===== src/rtl/song_player_pkg.sv =====
// song_player_pkg: shared types and default field widths for the song player.
// A note entry is {half_period, duration}; duration 0 marks the end of a song,
// half_period 0 marks a rest.
package song_player_pkg;

  localparam int unsigned NOTE_HALF_W = 16;
  localparam int unsigned NOTE_DUR_W  = 8;

  typedef enum logic [1:0] {
    ST_IDLE,
    ST_FETCH,
    ST_LOAD,
    ST_PLAY
  } state_e;

  typedef struct packed {
    logic [NOTE_HALF_W-1:0] half_period;
    logic [NOTE_DUR_W-1:0]  duration;
  } note_t;

endpackage


===== src/rtl/song_player_tone_gen.sv =====
// song_player_tone_gen: square-wave generator. While en is high the half
// counter runs 0..half_period-1 and the tone flips on each wrap. Dropping en
// clears the counter and the tone, so each note starts low from a fresh count.
// The output is forced low when disabled or when half_period is 0 (a rest).
module song_player_tone_gen
  import song_player_pkg::*;
#(
  parameter int unsigned HALF_W = NOTE_HALF_W
) (
  input  logic              clk,
  input  logic              rst,
  input  logic              en,
  input  logic [HALF_W-1:0] half_period,
  output logic              audio
);

  localparam logic [HALF_W-1:0] HALF_ONE = HALF_W'(1);

  logic [HALF_W-1:0] cnt_q, cnt_d;
  logic              tone_q, tone_d;

  // Next-state logic for the half-period counter and the tone level.
  always_comb begin
    // NOTE: every variable gets a default first so no path leaves it unassigned (no latch).
    cnt_d  = cnt_q;
    tone_d = tone_q;
    if (!en || half_period == '0) begin
      cnt_d  = '0;
      tone_d = 1'b0;
    end else if (cnt_q == half_period - HALF_ONE) begin
      cnt_d  = '0;
      tone_d = ~tone_q;
    end else begin
      cnt_d = cnt_q + HALF_ONE;
    end
  end

  // Counter and tone registers.
  always_ff @(posedge clk or negedge rst) begin
    // NOTE: state is updated with non-blocking assignments so all flops sample the same edge values.
    if (!rst) begin
      cnt_q  <= '0;
      tone_q <= 1'b0;
    end else begin
      cnt_q  <= cnt_d;
      tone_q <= tone_d;
    end
  end

  assign audio = tone_q & en & (half_period != '0);

endmodule


===== src/rtl/song_player.sv =====
// song_player: reads note entries from address 0, plays each one as a square
// wave for duration*TICK_DIV cycles and stops at an end marker (duration 0).
// Build option SONG_PLAYER_LOOP_EN: after the end marker, pulse done and
// restart from address 0 (busy stays high) until stop; otherwise return to IDLE.
module song_player
  import song_player_pkg::*;
#(
  parameter int unsigned ADDR_W   = 5,
  parameter int unsigned HALF_W   = NOTE_HALF_W,
  parameter int unsigned DUR_W    = NOTE_DUR_W,
  parameter int unsigned TICK_DIV = 1000
) (
  input  logic                    clk,
  input  logic                    rst,
  input  logic                    start,
  input  logic                    stop,
  output logic                    mem_rd,
  output logic [ADDR_W-1:0]       mem_addr,
  input  logic [HALF_W+DUR_W-1:0] mem_data,
  output logic                    audio,
  output logic                    busy,
  output logic                    done
);

  localparam int unsigned       TICK_W    = $clog2(TICK_DIV);
  localparam logic [TICK_W-1:0] TICK_LAST = TICK_W'(TICK_DIV - 1);
  localparam logic [TICK_W-1:0] TICK_ONE  = TICK_W'(1);
  localparam logic [DUR_W-1:0]  DUR_ONE   = DUR_W'(1);
  localparam logic [ADDR_W-1:0] ADDR_ONE  = ADDR_W'(1);

  state_e            state_q, state_d;
  logic [ADDR_W-1:0] addr_q, addr_d;
  logic              rd_q, rd_d;
  logic              busy_q, busy_d;
  logic              done_q, done_d;
  logic [TICK_W-1:0] tick_q, tick_d;
  logic [DUR_W-1:0]  remain_q, remain_d;
  logic [HALF_W-1:0] half_q, half_d;

  logic [HALF_W-1:0] in_half;
  logic [DUR_W-1:0]  in_dur;
  logic              tone_en;

  assign in_half = mem_data[HALF_W+DUR_W-1:DUR_W];
  assign in_dur  = mem_data[DUR_W-1:0];

  // Sequencer: fetch, load and play notes; stop overrides everything.
  always_comb begin
    state_d  = state_q;
    addr_d   = addr_q;
    rd_d     = 1'b0;
    done_d   = 1'b0;
    tick_d   = tick_q;
    remain_d = remain_q;
    half_d   = half_q;
    if (stop) begin
      state_d = ST_IDLE;
      addr_d  = '0;
    end else begin
      case (state_q)
        ST_IDLE: begin
          if (start) begin
            state_d = ST_FETCH;
            addr_d  = '0;
            rd_d    = 1'b1;
          end
        end
        ST_FETCH: state_d = ST_LOAD;
        ST_LOAD: begin
          if (in_dur == '0) begin
            done_d = 1'b1;
            addr_d = '0;
`ifdef SONG_PLAYER_LOOP_EN
            state_d = ST_FETCH;
            rd_d    = 1'b1;
`else
            state_d = ST_IDLE;
`endif
          end else begin
            half_d   = in_half;
            remain_d = in_dur;
            tick_d   = '0;
            state_d  = ST_PLAY;
          end
        end
        ST_PLAY: begin
          if (tick_q == TICK_LAST) begin
            tick_d = '0;
            if (remain_q == DUR_ONE) begin
              state_d = ST_FETCH;
              addr_d  = addr_q + ADDR_ONE;
              rd_d    = 1'b1;
            end else begin
              remain_d = remain_q - DUR_ONE;
            end
          end else begin
            tick_d = tick_q + TICK_ONE;
          end
        end
        default: state_d = ST_IDLE;
      endcase
    end
    busy_d = (state_d != ST_IDLE);
  end

  // Sequencer state and registered outputs.
  always_ff @(posedge clk or negedge rst) begin
    if (!rst) begin
      state_q  <= ST_IDLE;
      addr_q   <= '0;
      rd_q     <= 1'b0;
      busy_q   <= 1'b0;
      done_q   <= 1'b0;
      tick_q   <= '0;
      remain_q <= '0;
      half_q   <= '0;
    end else begin
      state_q  <= state_d;
      addr_q   <= addr_d;
      rd_q     <= rd_d;
      busy_q   <= busy_d;
      done_q   <= done_d;
      tick_q   <= tick_d;
      remain_q <= remain_d;
      half_q   <= half_d;
    end
  end

  assign tone_en = (state_q == ST_PLAY);

  song_player_tone_gen #(
    .HALF_W (HALF_W)
  ) u_tone_gen (
    .clk         (clk),
    .rst         (rst),
    .en          (tone_en),
    .half_period (half_q),
    .audio       (audio)
  );

  assign mem_rd   = rd_q;
  assign mem_addr = addr_q;
  assign busy     = busy_q;
  assign done     = done_q;

endmodule


===== config.mk =====
export PLATFORM = sky130hd
export DESIGN_NAME = song_player
export DESIGN_NICKNAME = d
export VERILOG_FILES = /design/src/rtl/song_player_pkg.sv /design/src/rtl/song_player_tone_gen.sv /design/src/rtl/song_player.sv
export SDC_FILE = /design/constraint.sdc
export NUM_CORES = 1
export LEC_CHECK = 0
export ABC_AREA = 1
export CORE_MARGIN = 4
export CORE_UTILIZATION = 55
export DETAILED_ROUTE_END_ITERATION = 7
export PLACE_DENSITY = 0.88
export SETUP_SLACK_MARGIN = 0.4
export SLEW_MARGIN = 20
export SYNTH_ARGS = -nofsm -noshare
export SYNTH_HDL_FRONTEND = slang
export SYNTH_SLANG_ARGS = --single-unit
export TNS_END_PERCENT = 1

===== constraint.sdc =====
create_clock -name clk -period 3.8 [get_ports clk]
set_clock_uncertainty 0.15 [all_clocks]
set_input_delay 0.76 -clock clk [delete_from_list [all_inputs] [get_ports clk]]
set_output_delay 0.76 -clock clk [all_outputs]
set_load 0.03 [all_outputs]

### Word level (Yosys, flattened, before mapping)

Index checks and enable logic that the tools add are counted.

| word-level totals | value |
|---|---|
| register bits after elaboration | 61 |
| bits in latches | 0 |
| bits in writable memories | 0 |
| ROM bits | 0 |
| input bits | 28 |
| memories | 0 |

| cells by class | value |
|---|---|
| $add $sub $neg | 5 |
| multipliers | 0 |
| div/mod/pow operators | 0 |
| order comparisons | 0 |
| equality and inequality tests | 13 |
| shifts and indexed selects | 0 |
| mux-type cells | 31 |
| bitwise gates (word level) | 5 |
| reductions and logical operators | 14 |

Operators with widths:

| cell | number |
|---|---|
| 16-bit two-way mux | 2 |
| 5-bit two-way mux | 5 |
| 8-bit two-way mux | 3 |
| 10-bit two-way mux | 2 |
| 10-bit case mux with 2 select lines | 1 |
| 16-bit by 1-bit adder with 16-bit output (second input constant) | 1 |
| 16-bit equality test | 1 |
| 16-bit logical NOT | 1 |
| 8-bit case mux with 2 select lines | 1 |
| 16-bit nonzero test | 1 |
| 16-bit by 1-bit subtractor with 16-bit output (second input constant) | 1 |
| 5-bit case mux with 3 select lines | 1 |
| 3-bit != test (second input constant) | 4 |
| 10-bit by 1-bit adder with 10-bit output (second input constant) | 1 |
| 10-bit equality test (second input constant) | 1 |
| 2-bit two-way mux | 5 |
| 5-bit AND reduction | 2 |
| 1-bit two-way mux | 9 |
| 8-bit by 1-bit equality test with 1-bit output (second input constant) | 1 |
| 8-bit logical NOT | 1 |
| 2-bit case mux with 4 select lines | 1 |
| 8-bit by 1-bit subtractor with 8-bit output (second input constant) | 1 |
| 2-bit != test (second input constant) | 3 |
| 3-bit AND reduction | 2 |
| 11 further kinds | 17 |

### Depth between registers and ports, before layout

| depth | value |
|---|---|
| word-level depth | 6 |
| depth in mapped cells | 15 |
| depth with buffers taken out | 14 |

### Cells and area by module

From an unflattened synthesis, not the netlist that was laid out.

| unflattened totals | value |
|---|---|
| cell total of the unflattened synthesis | 612 |
| area total of the unflattened synthesis | 4347.9 µm² |

Modules (own cells, without submodules):

| module | times used | cells each | area an instance (µm²) | seq. area each (µm²) |
|---|---|---|---|---|
| song_player | 1 | 365 | 2677.6 | 1101.1 |
| song_player_tone_gen | 1 | 247 | 1670.4 | 425.4 |

### Worst setup path before layout

Ideal clock, no wire load.

| timing path | value |
|---|---|
| kind | flip-flop to output port |
| start point | register half_q[0] |
| end point | output port audio |
| arrival | 1726 ps |
| required time | 2890 ps |
| slack | 1164 ps |
| stages on the path, launching flop included | 10 |
| path through | dfrtp_1 -> inv_2 -> ha_1 -> nand3_2 -> nor2_2 -> nand2_1 -> inv_1 -> a21oi_1 -> inv_1 -> nor2_1 |

| between the ends | value |
|---|---|
| word-level cells in the longest chain between the ends | 2 |

Ends and longest elaborated chain:

| element | line | text |
|---|---|---|
| start, declared | song_player.sv:38 | `logic [HALF_W-1:0] half_q, half_d;` |
| start signal, assigned | song_player.sv:125 | `half_q <= half_d;` |
| 16-bit nonzero test | song_player_tone_gen.sv:50 | `assign audio = tone_q & en & (half_period != '0);` |
| 1-bit AND | song_player_tone_gen.sv:50 |  |
| end, declared | song_player.sv:20 | `output logic audio,` |

Every way passes these cells.

### Final worst setup path

Same ends and word-level chain as after synthesis.

==> summary.md <==
## Outcome
- completed — run status

## Worst setup path
- inv_1 — Most Frequent Cell on Critical Path
- remain_q[2] — Crit Reg-Reg Endpoint
- dlygate4sd2_1 — cell with the largest stage delay on the worst path
- state_q[0] — launch instance of the worst register-to-register path
- 0.41 ns — peak per-stage delay on the critical path
- 2.89 ns — Crit path required time
- flip-flop to output port — CP Class
- 2.37 ns — endpoint arrival time on the critical path
- 1.34 ns — reg2reg setup slack
- output port — element type at the critical path end
- inv_2, ha_1, nand3_2, nor2_2, nand2_1, inv_1, a21oi_1, inv_1, nor2_1, dlygate4sd2_1 — cells traversed along the worst timing path
- flip-flop — CP startpoint kind
- half_q[0] — Worst Setup SP
- 9 — cell depth of the worst flop-to-flop path
- audio — endpoint of the worst setup timing path
- 7 — CP max FO

## Power
- 2.81 mW — power after layout
- 2.22 nW — leakage component of the power
- 1.61 mW — cell-internal power
- 40.1% — combinational fraction of design power
- 24.4% — share of power burned in the clock network
- 0.307 mV — VDD IR max
- 42.5% — switching part of the total
- 605 nW/um^2 — Power Dens Cells
- 35.5% — relative contribution of sequential cells to total power
- 1.19 mW — Net Sw Power

## Clocking
- 2 — maximum buffer depth of the clock tree
- 0.36 ns — insertion delay to the later sink of the worst-skew pair
- 3 — depth of the CTS H-tree
- 0.08 ns — clock slew at reported path FFs
- clkbuf_8 — clock root cell
- 9 — Inserted Clock Buffers
- 0 — Setup Buffers After CTS
- built — TritonCTS clock tree
- 0 — number of buffers added to fix hold violations after cts
- 61 — total number of clock tree sinks
- 2 — post-cts resize count

## Floorplan
- 92.6 microns — DIE WIDTH
- 6870 sq um — area inside the core boundary
- 30 — number of rows in the core area
- 8580 sq um — die outline area
- 92.6 microns — height of the die
- 37 — IO Count
- 57.3% — initial cell density of the core

## Place
- 36 — number of buffers added on ports
- 0.928 — last weighted congestion value of the routability-driven placer
- 4400 sq um — Area after DPL
- 6970 microns — placed wire-length estimate after detailed placement

## Route
- 310 — Starting DRT DRC Count
- 0 — count of nets left with antenna violations after detail routing
- 5.29 — Vias/cell
- 13.4 microns — average routed wire per standard cell
- 0 — drc violations
- 3,775 — total via count after detailed routing
- 9560 microns — drt total wl
- 4 — detailed-routing iteration count for the pre-antenna-repair pass

## Finish
- 650 — NumNets Final
- 6.97% — share of post-route cells with drive strength above 1
- 67.6% — share of the core filled with cells in the final layout
- 0 — Ant. Diodes
- 17.9% — area growth from synthesis to layout
- 4640 sq um — summed area of non-filler cells in the final layout

## Logic synthesis
- 38.8% — Seq/Total Area, Yosys
- 38.8% — fraction of post-synthesis cell area in the top cell type by area
- dfrtp_1 — largest area contributor in the netlist
- dfrtp_1 — Post-synth top flop
- 100% — share of flip-flops with an asynchronous set or reset after synthesis
- 0 — count of synthesis-stage warnings from yosys
- nand2_1 — library cell with the highest instance count after synthesis
- 6.93 sq um — syn_area_per_cell
- 568 — Synth Instances
- dfrtp_1 39%, nand2_1 15%, nor2_1 7.6%, inv_1 7.5%, nand3_1 4.3% — largest cells by area after synthesis
- 61 — Synth Register Bits
- 3940 sq um — area of the mapped netlist
- 0 — number of flops mapped to enable cells by yosys
- 606 — nets in the synthesized netlist
- 161 x nand2_1, 80 x nor2_1, 79 x inv_1, 61 x dfrtp_1, 34 x nand3_1 — most common library cells after synthesis
- 35 — distinct cell type count after synthesis

## STA
- 0 — endpoints failing setup
- 0 ns — setup TNS
- 0.305 GHz — maximum operating frequency
- 0 — final hold violation count
- 0.261 ns — worst slack on hold paths
- false — RSZ-0062 raised after global routing
- 58.9% — remaining max-slew budget at the tightest pin
- 86.3% — final period utilization
- 0.617 ns — slew of the pin with the lowest slew margin
- 3.28 ns — time the worst path needs with I/O delays and setup
- 0 — Final Max Tran Viols

## GRT
- 0 — Overflow after GRT
- 16,600 microns — global-route wire length before repair
- 0 — initial antenna violation count
- 3,843 — number of global-route vias before repair
- 24.0% — global-route usage over all layers
- 48 — pin count of the biggest net entering global routing

## Job
- 0 — Maximum Capacitance Violations

## Hold path
- input pin to async pin — type of the worst min-delay path

## sequential cells by signal (all words and copies together) (netlist names)
name               count
busy                   1
done                   1
half_q                16
mem_addr               5
mem_rd                 1
remain_q               8
state_q                2
tick_q                10
u_tone_gen.cnt_q      16
u_tone_gen.tone_q      1
## worst max-delay path: cells and delay by family (launching register included)
| family | cells | cell delay [ns] |
|---|---|---|
| AND/OR/NAND/NOR | 4 | 0.39 |
| adder cells (fa/ha/maj) | 1 | 0.29 |
| flip-flops | 1 | 0.40 |
| buffers and inverters | 4 | 0.62 |
| AO/OA/AOI/OAI | 1 | 0.32 |
## kinds of logic (layout without fill, tap and decap cells)
| logic type | Yosys count | after routing | synth area share (%) |
|---|---|---|---|
| adder cells (fa/ha/maj) | 10 | 10 | 3.18 |
| flip-flops | 61 | 61 | 38.8 |
| AND/OR/NAND/NOR | 325 | 325 | 35.9 |
| buffers and inverters | 88 | 137 | 8.71 |
| AO/OA/AOI/OAI | 60 | 60 | 8.07 |
| multiplexers | 1 | 1 | 0.254 |
| XOR/XNOR | 23 | 23 | 5.12 |
## metrics by stage
stage | setup slack [ns] | instances
after floorplan | 1.16 | 568
final | 0.521 | 713
after CTS | 0.537 | 713
after detailed placement | 0.630 | 697
after global placement | 0.690 | 697
after global routing | 0.404 | 713
## layout make-up
| cell class | count | area, sq um |
|---|---|---|
| inverter | 81 | 304 |
| timing repair buffer | 40 | 387 |
| sequential | 61 | 1530 |
| clock inverter | 5 | 81.3 |
| fill | 559 | 2230 |
| multi-input combinational | 419 | 2070 |
| clock buffer | 11 | 151 |
| tap | 96 | 120 |
## power by group through the flow
stage                     logic, mW  registers (mW)  clock network [mW]
after global placement         1.05           0.991                   0
final                          1.13           0.998               0.684
after floorplan               0.826           0.973                   0
after CTS                      1.11           0.992               0.687
after global routing           1.29            1.02               0.711
after detailed placement       1.10           0.997                   0
## cells in the final DEF (no fill, tap or decap), drive strengths merged, types with 3 or more instances in the layout
master	synthesis	routed
ha	10	10
nor3	11	11
nor2	92	92
clkdlybuf4s50	0	34
nand3	35	35
buf	2	5
nand3b	4	4
o22ai	3	3
a21oi	19	19
xnor2	5	5
clkbuf	5	11
o21ai	33	33
dfrtp	61	61
nand2	166	166
nand4	11	11
xor2	18	18
inv	80	81
## per-layer routing
layer	wire (microns)	vias up	global-route usage, %	share of wire, %
li1	-	1874	-	-
met2	4840	125	42.4	51
met1	3900	1742	27.3	41
met4	324	0	11.2	3.4
met3	494	34	5.36	5.2
met5	0	-	0	0
## worst min path at each step
| stage | from | end | slack, ns | depth (start not counted) |
|---|---|---|---|---|
| floorplan | remain_q[1] | remain_q[1] | 0.30 | 2 |
| global placement | remain_q[1] | remain_q[1] | 0.32 | 2 |
| detailed placement | remain_q[1] | remain_q[1] | 0.35 | 2 |
| CTS | remain_q[1] | remain_q[1] | 0.36 | 2 |
| global route | rst | tick_q[3] | 0.31 | 1 |
| finish | rst | done | 0.26 | 1 |
(Power assumes the default switching activity.)
==> RTL change: new RTL, config.mk and constraints unchanged <==
Set the parameter `TICK_DIV` to 500 (it was 1000).
--- a/src/rtl/song_player.sv
+++ b/src/rtl/song_player.sv
@@ -10,3 +10,3 @@
   parameter int unsigned DUR_W    = NOTE_DUR_W,
-  parameter int unsigned TICK_DIV = 1000
+  parameter int unsigned TICK_DIV = 500
 ) (
Check against the original RTL: same outputs for any inputs over 10 cycles, from zero or initial values and one cycle with rst low; that may be too few to reach the edited logic, so the function may still have changed.
==> RTL change against the unedited design <==
- sequential cell count shrank 1
- total power shrank 12%
- synthesized area shrank 1.4%
- routed wire length shrank 8.6%
- via count shrank 8.2%
- non-clock buffer count shrank 1
- cell area shrank 2.5%
- setup slack gained 390 ps
- largest cell class unchanged
==> RTL change: results (changes against the unedited design) <==
gp_congestion: 0.936  # was 0.928
max-vdd-ir-drop_mv: 0.395  # was 0.307 mV
grt_first_pass_wirelength_mm: 15.0  # was 16.6 mm
cp.arrival_ps: 1980  # was 2370 ps
buffer_area_frac: 0.0840  # was 0.0833
final_net_count: 605  # was 650
ys_types: 32  # was 35
leakagePower_nw: 2.09  # was 2.22 nW
reg2reg_depth: 10  # was 9
grt_max_degree: 35  # was 48
tightest_slew_ps: 580  # was 617 ps
register_area_um2: 1500  # was 1530 um^2
cts_buffers: 9  # unchanged
io_buffers: 36  # unchanged
dp_hpwl_mm: 6.73  # was 6.97 mm
grtUsageTotal: 0.220  # was 0.240
clock_buffers: 11  # unchanged
n_fill_cell: 560  # was 559
drtIter0Drc: 218  # was 310
synth_nets: 563  # was 606
slowest_stage: "dfrtp_1"  # was dlygate4sd2_1
drtPass1Iterations: 5  # was 4
n_all_inverters: 71  # was 81
hold_path.class: "in2async"  # unchanged
signal_buffers: 39  # was 40
nMultiInputCombCells: 386  # was 419
r2r_end: "remain_q[5]"  # was remain_q[2]
multi_input_area_share: 0.456  # was 0.446
clock_latency_ps: 340  # was 360 ps
r2r_start: "state_q[1]"  # was state_q[0]
ys_seq_area_frac: 0.387  # was 0.388
path_delay_family: "simple AND/OR/NAND/NOR gates"  # was buffers and inverters
r2r_slack_ps: 1140  # was 1340 ps
largestRegisters: "half_q (16), u_tone_gen.cnt_q (16), tick_q (9)"  # was half_q (16), u_tone_gen.cnt_q (16), tick_q (10)
cts_buffer_depth: 2  # unchanged
outcome: "finished, final reports clean"  # unchanged
swShare: 0.401  # was 0.425
grt_pass1_vias: 3449  # was 3843
crit_fanout: 7  # unchanged
clock_area_frac: 0.0423  # was 0.0501
viasPerCell: 5.20  # was 5.29
critical_path.max_stage_delay_ps: 400
ys.warnings.count: 0  # unchanged
synth_common_cells: "nand2_1, nor2_1, inv_1"  # unchanged
cts_setup_buffers: 0  # unchanged
clock_sinks: 60  # was 61
drive_above_1_share: 0.103  # was 0.0697
p_seq_frac: 0.390  # was 0.355
ys_top_cells_by_area: "dfrtp_1, nand2_1, nor2_1, inv_1, xor2_1"  # was dfrtp_1, nand2_1, nor2_1, inv_1, nand3_1
cts.clk_slew.worst_paths_ps: 70
wl_per_cell_um: 13.1  # was 13.4 um
p_comb_mw: 0.943  # was 1.13 mW
-- RTL change: cell types whose count changed after synthesis, sizes merged, moves of 2 or more --
cell	unedited run	this run
nand2	166	124
inv	80	70
mux2	0	9
nand3b	4	8
xnor2	5	9
o21ai	33	30
a211oi	2	0
a31oi	0	2
xor2	18	20
-- RTL change: timing repair --
action                     in CTS  in global routing
gates resized for setup         0                  1
setup endpoints to repair       0                  1
hold buffers                    0                  0
-- RTL change: logic make-up (layout without fill, tap and decap cells) --
logic type	Yosys count	count (layout)	synth area share
compound gates	52	52	0.0683
flops	60	60	0.387
xor+xnor	29	29	0.0654
fa+ha+maj	10	10	0.0322
simple gates	286	286	0.340
mux	9	9	0.0261
buf+inv	79	125	0.0815
-- RTL change: metal layers --
metal	GRT usage	up-vias	part of all wire
li1	-	1759	-
met1	0.272	1610	0.45
met2	0.378	85	0.50
met3	0.0459	13	0.041
met4	0.0780	0	0.017
met5	0	-	0
-- RTL change: worst min-delay path by stage --
stage | from | to | slack [ps] | cells after the start
after floorplan | remain_q[1] | remain_q[1] | 300 | 2
after CTS | rst | half_q[3] | 260 | 1
after global placement | remain_q[1] | remain_q[1] | 320 | 2
final | rst | half_q[3] | 260 | 1
after detailed placement | remain_q[1] | remain_q[1] | 340 | 2
after global routing | rst | half_q[3] | 300 | 1
-- RTL change: per-stage QoR --
| stage | power, mW | hold slack (ps) | instance area, um^2 | worst slack, ps | std cells |
|---|---|---|---|---|---|
| after floorplan | 1.66 | 303 | 3880 | 1410 | 525 |
| after global placement | 1.86 | 323 | 4330 | 944 | 652 |
| after detailed placement | 1.90 | 342 | 4330 | 912 | 652 |
| after CTS | 2.47 | 260 | 4520 | 550 | 667 |
| after global routing | 2.65 | 296 | 4530 | 742 | 667 |
| final | 2.46 | 258 | 4530 | 908 | 667 |
